### src/rtl/spi_arbiter_pkg.sv
// Shared definitions for the SPI arbiter: FSM state encodings,
// default data/timeout parameters and a small width helper.
package spi_arbiter_pkg;

    localparam logic [1:0] ST_IDLE  = 2'd0;
    localparam logic [1:0] ST_START = 2'd1;
    localparam logic [1:0] ST_WAIT  = 2'd2;
    localparam logic [1:0] ST_DONE  = 2'd3;

    localparam int DEFAULT_WIDTH   = 8;
    localparam int DEFAULT_TIMEOUT = 1023;

    // Bits needed to hold values 0..count-1, never less than one bit.
    function automatic int index_width(input int count);
        return (count > 1) ? $clog2(count) : 1;
    endfunction

endpackage

### src/rtl/spi_arbiter_rr_pick.sv
// Combinational round-robin picker: scans req upward from pointer p
// (modulo N) and reports the first requester found.
module spi_rr_pick
    import spi_arbiter_pkg::*;
#(
    parameter int N  = 4,
    parameter int IW = index_width(N)
) (
    input  logic [N-1:0]  req,
    input  logic [IW-1:0] p,
    output logic [N-1:0]  onehot,
    output logic [IW-1:0] index,
    output logic          any
);

    // Rotating priority search; the first hit stops further updates.
    always_comb begin
        int            pos;
        logic [IW-1:0] sel;
        onehot = '0;
        index  = '0;
        any    = 1'b0;
        pos    = 0;
        sel    = '0;
        for (int k = 0; k < N; k++) begin
            pos = int'(p) + k;
            if (pos >= N) begin
                pos = pos - N;
            end
            sel = pos[IW-1:0];
            if (!any && req[sel]) begin
                any         = 1'b1;
                onehot[sel] = 1'b1;
                index       = sel;
            end
        end
    end

endmodule

### src/rtl/spi_arbiter.sv
// SPI arbiter: shares one spi_master between N requesters using a
// round-robin grant, one transaction at a time, with a timeout on the
// master's completion pulse.
module spi_arbiter
    import spi_arbiter_pkg::*;
#(
    parameter int N       = 4,
    parameter int WIDTH   = DEFAULT_WIDTH,
    parameter int TIMEOUT = DEFAULT_TIMEOUT
) (
    input  logic               clk,
    input  logic               rstn,
    input  logic [N-1:0]       req,
    input  logic [N*WIDTH-1:0] req_tx_data,
    output logic [N-1:0]       gnt,
    output logic [N-1:0]       done,
    output logic               err,
    output logic [WIDTH-1:0]   rx_data,
    output logic               m_ready,
    output logic [WIDTH-1:0]   m_tx_data,
    input  logic               m_valid,
    input  logic [WIDTH-1:0]   m_rx_data
);

    localparam int IW = index_width(N);
    localparam int CW = index_width(TIMEOUT + 1);

    // The counter holds the number of WAIT cycles already spent; when it
    // sits one below TIMEOUT the current cycle is the last one allowed.
    localparam logic [CW-1:0] CNT_TERM = CW'(TIMEOUT - 1);

    logic [1:0]       state;
    logic [IW-1:0]    ptr;
    logic [IW-1:0]    win_idx;
    logic [CW-1:0]    cnt;

    logic [N-1:0]     pick_onehot;
    logic [IW-1:0]    pick_idx;
    logic             pick_any;
    logic [WIDTH-1:0] sel_tx;

    spi_rr_pick #(
        .N  (N),
        .IW (IW)
    ) u_pick (
        .req    (req),
        .p      (ptr),
        .onehot (pick_onehot),
        .index  (pick_idx),
        .any    (pick_any)
    );

    // Select the tx word belonging to the requester the picker chose.
    always_comb begin
        sel_tx = '0;
        for (int i = 0; i < N; i++) begin
            if (pick_idx == IW'(i)) begin
                sel_tx = req_tx_data[i*WIDTH +: WIDTH];
            end
        end
    end

    // Transaction FSM with registered grant, handshake, timeout and result outputs.
    always_ff @(posedge clk or negedge rstn) begin
        if (!rstn) begin
            state     <= ST_IDLE;
            ptr       <= '0;
            win_idx   <= '0;
            cnt       <= '0;
            gnt       <= '0;
            done      <= '0;
            err       <= 1'b0;
            rx_data   <= '0;
            m_ready   <= 1'b0;
            m_tx_data <= '0;
        end else begin
            case (state)
                ST_IDLE: begin
                    if (pick_any) begin
                        win_idx   <= pick_idx;
                        gnt       <= pick_onehot;
                        m_ready   <= 1'b1;
                        m_tx_data <= sel_tx;
                        state     <= ST_START;
                    end
                end
                ST_START: begin
                    m_ready <= 1'b0;
                    cnt     <= '0;
                    state   <= ST_WAIT;
                end
                ST_WAIT: begin
                    if (m_valid) begin
                        rx_data <= m_rx_data;
                        err     <= 1'b0;
                        done    <= gnt;
                        state   <= ST_DONE;
                    end else if (cnt == CNT_TERM) begin
                        rx_data <= '0;
                        err     <= 1'b1;
                        done    <= gnt;
                        cnt     <= cnt + CW'(1);
                        state   <= ST_DONE;
                    end else begin
                        cnt <= cnt + CW'(1);
                    end
                end
                ST_DONE: begin
                    done  <= '0;
                    gnt   <= '0;
                    err   <= 1'b0;
                    state <= ST_IDLE;
                    if (win_idx == IW'(N - 1)) begin
                        ptr <= '0;
                    end else begin
                        ptr <= win_idx + IW'(1);
                    end
                end
                default: begin
                    state <= ST_IDLE;
                end
            endcase
        end
    end

endmodule

### config.mk
export PLATFORM = sky130hd
export DESIGN_NAME = spi_arbiter
export DESIGN_NICKNAME = d
export VERILOG_FILES = /design/src/rtl/spi_arbiter_pkg.sv /design/src/rtl/spi_arbiter_rr_pick.sv /design/src/rtl/spi_arbiter.sv
export SDC_FILE = /design/constraint.sdc
export NUM_CORES = 1
export LEC_CHECK = 0
export ABC_AREA = 1
export CAP_MARGIN = 15
export CORE_MARGIN = 2
export CORE_UTILIZATION = 53
export CTS_CLUSTER_SIZE = 25
export DETAILED_ROUTE_END_ITERATION = 12
export HOLD_SLACK_MARGIN = 0.05
export MAX_ROUTING_LAYER = met4
export PLACE_DENSITY_LB_ADDON = 0.08
export SYNTH_ARGS = -nofsm -noshare
export SYNTH_HDL_FRONTEND = slang
export SYNTH_SLANG_ARGS = --single-unit
export TNS_END_PERCENT = 1
### constraint.sdc
create_clock -name clk -period 4.8 [get_ports clk]
set_input_delay 0.72 -clock clk [delete_from_list [all_inputs] [get_ports clk]]
set_output_delay 0.72 -clock clk [all_outputs]
set_load 0.02 [all_outputs]
Word level (Yosys, flattened, before mapping)
Index checks and enable logic that the tools add are counted.

word-level totals
  flip-flop bits (word level) = 42
  bits of input ports = 47
  output and inout bits = 26
  logic and storage cells = 124

operators by class
  add/subtract/negate cells = 9
  $lt $le $gt $ge = 12
  equal/unequal tests = 11
  muxes and demuxes = 55
  bitwise gates (word level) = 3
  reduce and logical (&&, ||, !) cells = 24

operators with widths
  operator                                                                              count
  8-bit 2-to-1 mux                                                                      6
  4-bit 2-to-1 mux                                                                      7
  2-bit 2-to-1 mux                                                                      12
  10-bit one-hot mux with 2 select lines                                                1
  4-bit one-hot mux with 2 select lines                                                 2
  1-bit 2-to-1 mux                                                                      15
  2-bit AND reduction                                                                   7
  2-bit by 3-bit < comparator with 1-bit output (second input constant)                 4
  4-bit OR                                                                              3
  10-bit by 1-bit adder with 10-bit output (second input constant)                      1
  10-bit == test (second input constant)                                                1
  2-bit == test (second input constant)                                                 5
  10-bit 2-to-1 mux                                                                     1
  2-bit nonzero test                                                                    5
  3-bit greater-or-equal comparator (second input constant)                             3
  1-bit binary-select mux with 2-bit select                                             4
  1-bit demux with 2-bit select                                                         4
  2-bit by 1-bit greater-or-equal comparator with 1-bit output (second input constant)  4
  2-bit one-hot mux with 4 select lines                                                 1
  2-bit by 1-bit subtractor with 2-bit output (second input constant)                   4
  1-bit logical AND                                                                     7
  2-bit by 2-bit adder with 3-bit output (second input constant)                        2
  2-bit by 1-bit == test with 1-bit output (second input constant)                      2
  2-bit logical NOT                                                                     2
  7 further kinds                                                                       11

Longest topological paths before layout
  depth after elaboration = 19
  depth in mapped cells = 16
  depth with buffers taken out = 15

By module
From an unflattened synthesis, not the netlist that was laid out.

second synthesis, totals
  cell total of the unflattened synthesis = 361
  area, all modules = 2666.3 sq um

modules (own cells, without submodules)
  module       times used  cells each  area each (sq um)  sequential area each (sq um)
  spi_arbiter  1           287         2225.9             1051.0
  spi_rr_pick  1           74          440.4              0.0

Worst setup path before layout
OpenSTA, ideal clock, no wires.

  kind = register -> register
  from = register ptr[1]
  to = register m_tx_data[0]
  library setup time = 116 ps
  arrival = 1973 ps
  data required time = 4684 ps
  slack = 2711 ps
  stages on the path, launching flop included = 15
  buffers on the path = 1
  clock period less this slack = 2089 ps
  cell sequence = dfrtp_1 > inv_1 > ha_1 > inv_1 > nand3_2 > nand2_4 > nor2_4 > nor2_1 > nand2_2 > nand2_4 > buf_6 > a21o_1 > nand3_1 > nand2_1 > nand2_1

between the ends
  word-level cells in the longest chain between the ends = 19
  elaborated cells on any way between the ends = 46
  those cells by class = 7 x add/sub; 4 x order compare; 3 x eq/ne; 24 x mux; 8 x reduce/logical

ends and longest elaborated chain
  element                                                                          RTL line            text
  start, declared                                                                  spi_arbiter.sv:33   logic [IW-1:0] ptr;
  start signal, assigned                                                           spi_arbiter.sv:116  ptr <= win_idx + IW'(1);
  branches (longest 19 deep; another with 2-bit by 1-bit adder with 3-bit output)  n/a
  end signal, assigned                                                             spi_arbiter.sv:83   m_tx_data <= sel_tx;
  end, declared                                                                    spi_arbiter.sv:20   output logic [WIDTH-1:0] m_tx_data,

Several ways; the timed one is not identified. The select of a mux whose other input is x is not followed.
A chain may end at the register's enable or synchronous reset.

Worst setup path after layout
  from = register ptr[0]
  to = register gnt[1]

between the ends
  word-level cells in the longest chain between the ends = 16
  elaborated cells on any way between the ends = 64
  those cells by class = 7 x add/sub; 12 x order compare; 1 x eq/ne; 30 x mux; 3 x bitwise; 11 x reduce/logical

ends and longest elaborated chain
  element                                                                          RTL line           text
  branches (longest 16 deep; another with 2-bit by 1-bit adder with 3-bit output)  n/a
  end signal, assigned                                                             spi_arbiter.sv:81  gnt <= pick_onehot;
  end, declared                                                                    spi_arbiter.sv:15  output logic [N-1:0] gnt,

Several ways; the timed one is not identified. The select of a mux whose other input is x is not followed.

==> out/qor.txt <==
status: completed
IO Pins: 73
final worst path period share: 0.604
Power Density: 635 nW/um2
Post-CTS Resized: 0
critical path peak fanout: 22
via-per-instance ratio: 5.08
WP buf/inv: 2
clk slew on worst S/H paths: 0.07 ns
die area: 5710 um2
reg2reg path depth: 9
Area Overhead vs Synth: 30.5%
Crit Path Class: reg2reg
critical path endpoint: gnt[1]
grt total ovfl: 0
Reg-to-Reg End: gnt[1]
Die X: 75.5 um
FP Rows: 26
worst path cell trace: inv_6 -> ha_1 -> inv_1 -> nand3_2 -> a21oi_4 -> nand3_1 -> nand2_1 -> o21ai_0 -> o22ai_1
Worst Setup End Kind: register
first-pass GRT wire length: 9.35 mm
wire per inst: 11.5 um
f_max: 345 MHz
CP max-delay cell: dfrtp_1
Hold Fails Final Rpt: 0
largest net degree at the start of global routing: 43
number of synthesized register bits: 42
HP Start: m_tx_data[2]
mapped cell area: 2710 um2
Worst Setup SP: ptr[0]
fraction of layout instances using a drive strength above 1: 0.0740
worst-margin pin slew: 0.899 ns
Pleak: 1.74 nW
Core Region: 5010 um2
total wire length: 5.62 mm
Post-Synthesis Cells: 347
DRC: 0
Hold Path Class: reg2reg
Tot Pwr: 0.00225 W
endpoints failing setup: 0
Tot GR Track Use: 0.214
vias in the first global route: 2288
CTS Hold Bufs: 0
crit path DAT: 3.09 ns
TritonCTS clock tree: built
diode count: 0
initial antenna violation count: 0
first drt pass iteration count: 4
Synth cell types: 33
gpl congestion: 0.870
max-cap check violation count: 0
fin crit period: 2.90 ns
Layout Skew: 0.00866 ns
Clock Sinks: 42
FF-to-FF setup slack: 1.90 ns
total number of cells along the worst setup path: 9
via count: 2484
Port Buf Inserts: 72
CP required: 4.99 ns
max-slew violation count: 0
Detail Placement HPWL: 4.32 mm
Routed Antenna Nets: 0
Inst Count DP: 482
Avg Cell Area, Syn: 7.82 um2
Final Non-Filler Cells: 489
Clock Latency Late Sink: 0.29 ns
commonest non-fill, non-tap cells in the layout: nand2_1, clkdlybuf4s50_1, inv_1
FF-to-FF Start: ptr[0]
Setup Buffers After CTS: 0
setup tns final: 0 ns
Die Y: 75.5 um
Post-Syn Nets: 410
Setup crit start kind: register
WHS: 0.480 ns
largest stage delay on the critical path: 0.70 ns
CTS root buffer: clkbuf_8
sequential share of the synthesized area: 0.387
RSZ-0062 raised after global routing: false
worst rel slew slack: 0.400
Peak VDD IR: 0.402 mV
critical path's top delay family: compound AO/OA/AOI/OAI gates
Starting Density: 0.541
DR iter-0 viols: 145
deepest clock path buffer count: 2
most common cell after layout, fill and taps aside: nand2_1
nets: 482
H-tree depth: 2
CTS Buf Count: 5
Syn. warnings: 0
## through the flow
stage / setup slack (ns) / instance area, um2 / util
floorplan: 2.71 / 2710 / -
finish: 1.90 / 3540 / 0.707
global placement: 1.86 / 3460 / 0.691
global route: 1.65 / 3540 / 0.707
CTS: 1.91 / 3540 / 0.707
detailed placement: 1.81 / 3460 / 0.691
## sequential cells by signal, indices dropped and copies added, names as in the netlist
| register | cells |
|---|---|
| gnt | 4 |
| cnt | 10 |
| ptr | 2 |
| m_tx_data | 8 |
| win_idx | 2 |
| m_ready | 1 |
| done | 4 |
| rx_data | 8 |
| state | 2 |
| err | 1 |
## worst min path at each step
| stage | endpoint | slack, ns | depth (start not counted) |
|---|---|---|---|
| final | m_tx_data[2] | 0.48 | 2 |
| after floorplan | cnt[0] | 0.42 | 0 |
| after CTS | m_tx_data[2] | 0.48 | 2 |
| after global routing | m_tx_data[5] | 0.51 | 2 |
| after global placement | done[2] | 0.47 | 2 |
| after detailed placement | m_tx_data[2] | 0.47 | 2 |
## Yosys cell counts, drive strengths merged
cell type	instances	area share
a21boi	1	0.0042
nand3	41	0.083
nand3b	1	0.0028
nand4	4	0.0092
o31ai	3	0.0083
a32o	1	0.0037
inv	63	0.089
nor4	1	0.0023
nand2	87	0.14
and3	1	0.0023
clkbuf	1	0.0014
dfrtp	42	0.39
ha	16	0.074
nor3	4	0.0074
buf	6	0.018
nor2	11	0.030
o22ai	6	0.014
o21ai	28	0.052
a21oi	19	0.041
a22oi	4	0.011
a21o	6	0.017
xor2	1	0.0032
## area by class of cell
class | count | area, um2
Clock buffer | 7 | 76.3
Fill cell | 449 | 1470
Timing Repair Buffer | 72 | 716
Inverter | 63 | 241
Tap cell | 70 | 87.6
Sequential cell | 42 | 1050
Multi-Input combinational cell | 235 | 1370
## routing by layer
| metal | vias to the layer above | GRT usage | share of wire |
|---|---|---|---|
| met5 | - | - | 0 |
| met1 | 1155 | 0.262 | 0.45 |
| met2 | 53 | 0.368 | 0.51 |
| met3 | 4 | 0.0489 | 0.032 |
| met4 | 0 | 0.0370 | 0.0048 |
| li1 | 1272 | - | - |
## tightest hold or removal path: cells and delay by family, from the launching register on
kind          cells  cell delay (ns)
flops             1             0.34
simple gates      2             0.11
## cell families after synthesis
family                     count (synthesis)  share of synthesized area
AOI/OAI and AO/OA                         68                      0.150
xor gates and xnor gates                   1                    0.00323
adders and majority gates                 16                     0.0738
buffers and inverters                     70                      0.108
DFF                                       42                      0.387
and+or+nand+nor                          150                      0.277
## where the power goes
part / internal, W / switching, W / total, W
logic: 0.000556 / 0.000907 / 0.00146
registers: 0.000478 / 0.0000975 / 0.000576
clock network: 0.000100 / 0.000110 / 0.000210
total: 0.00113 / 0.00111 / 0.00225
(Power assumes the default switching activity.)
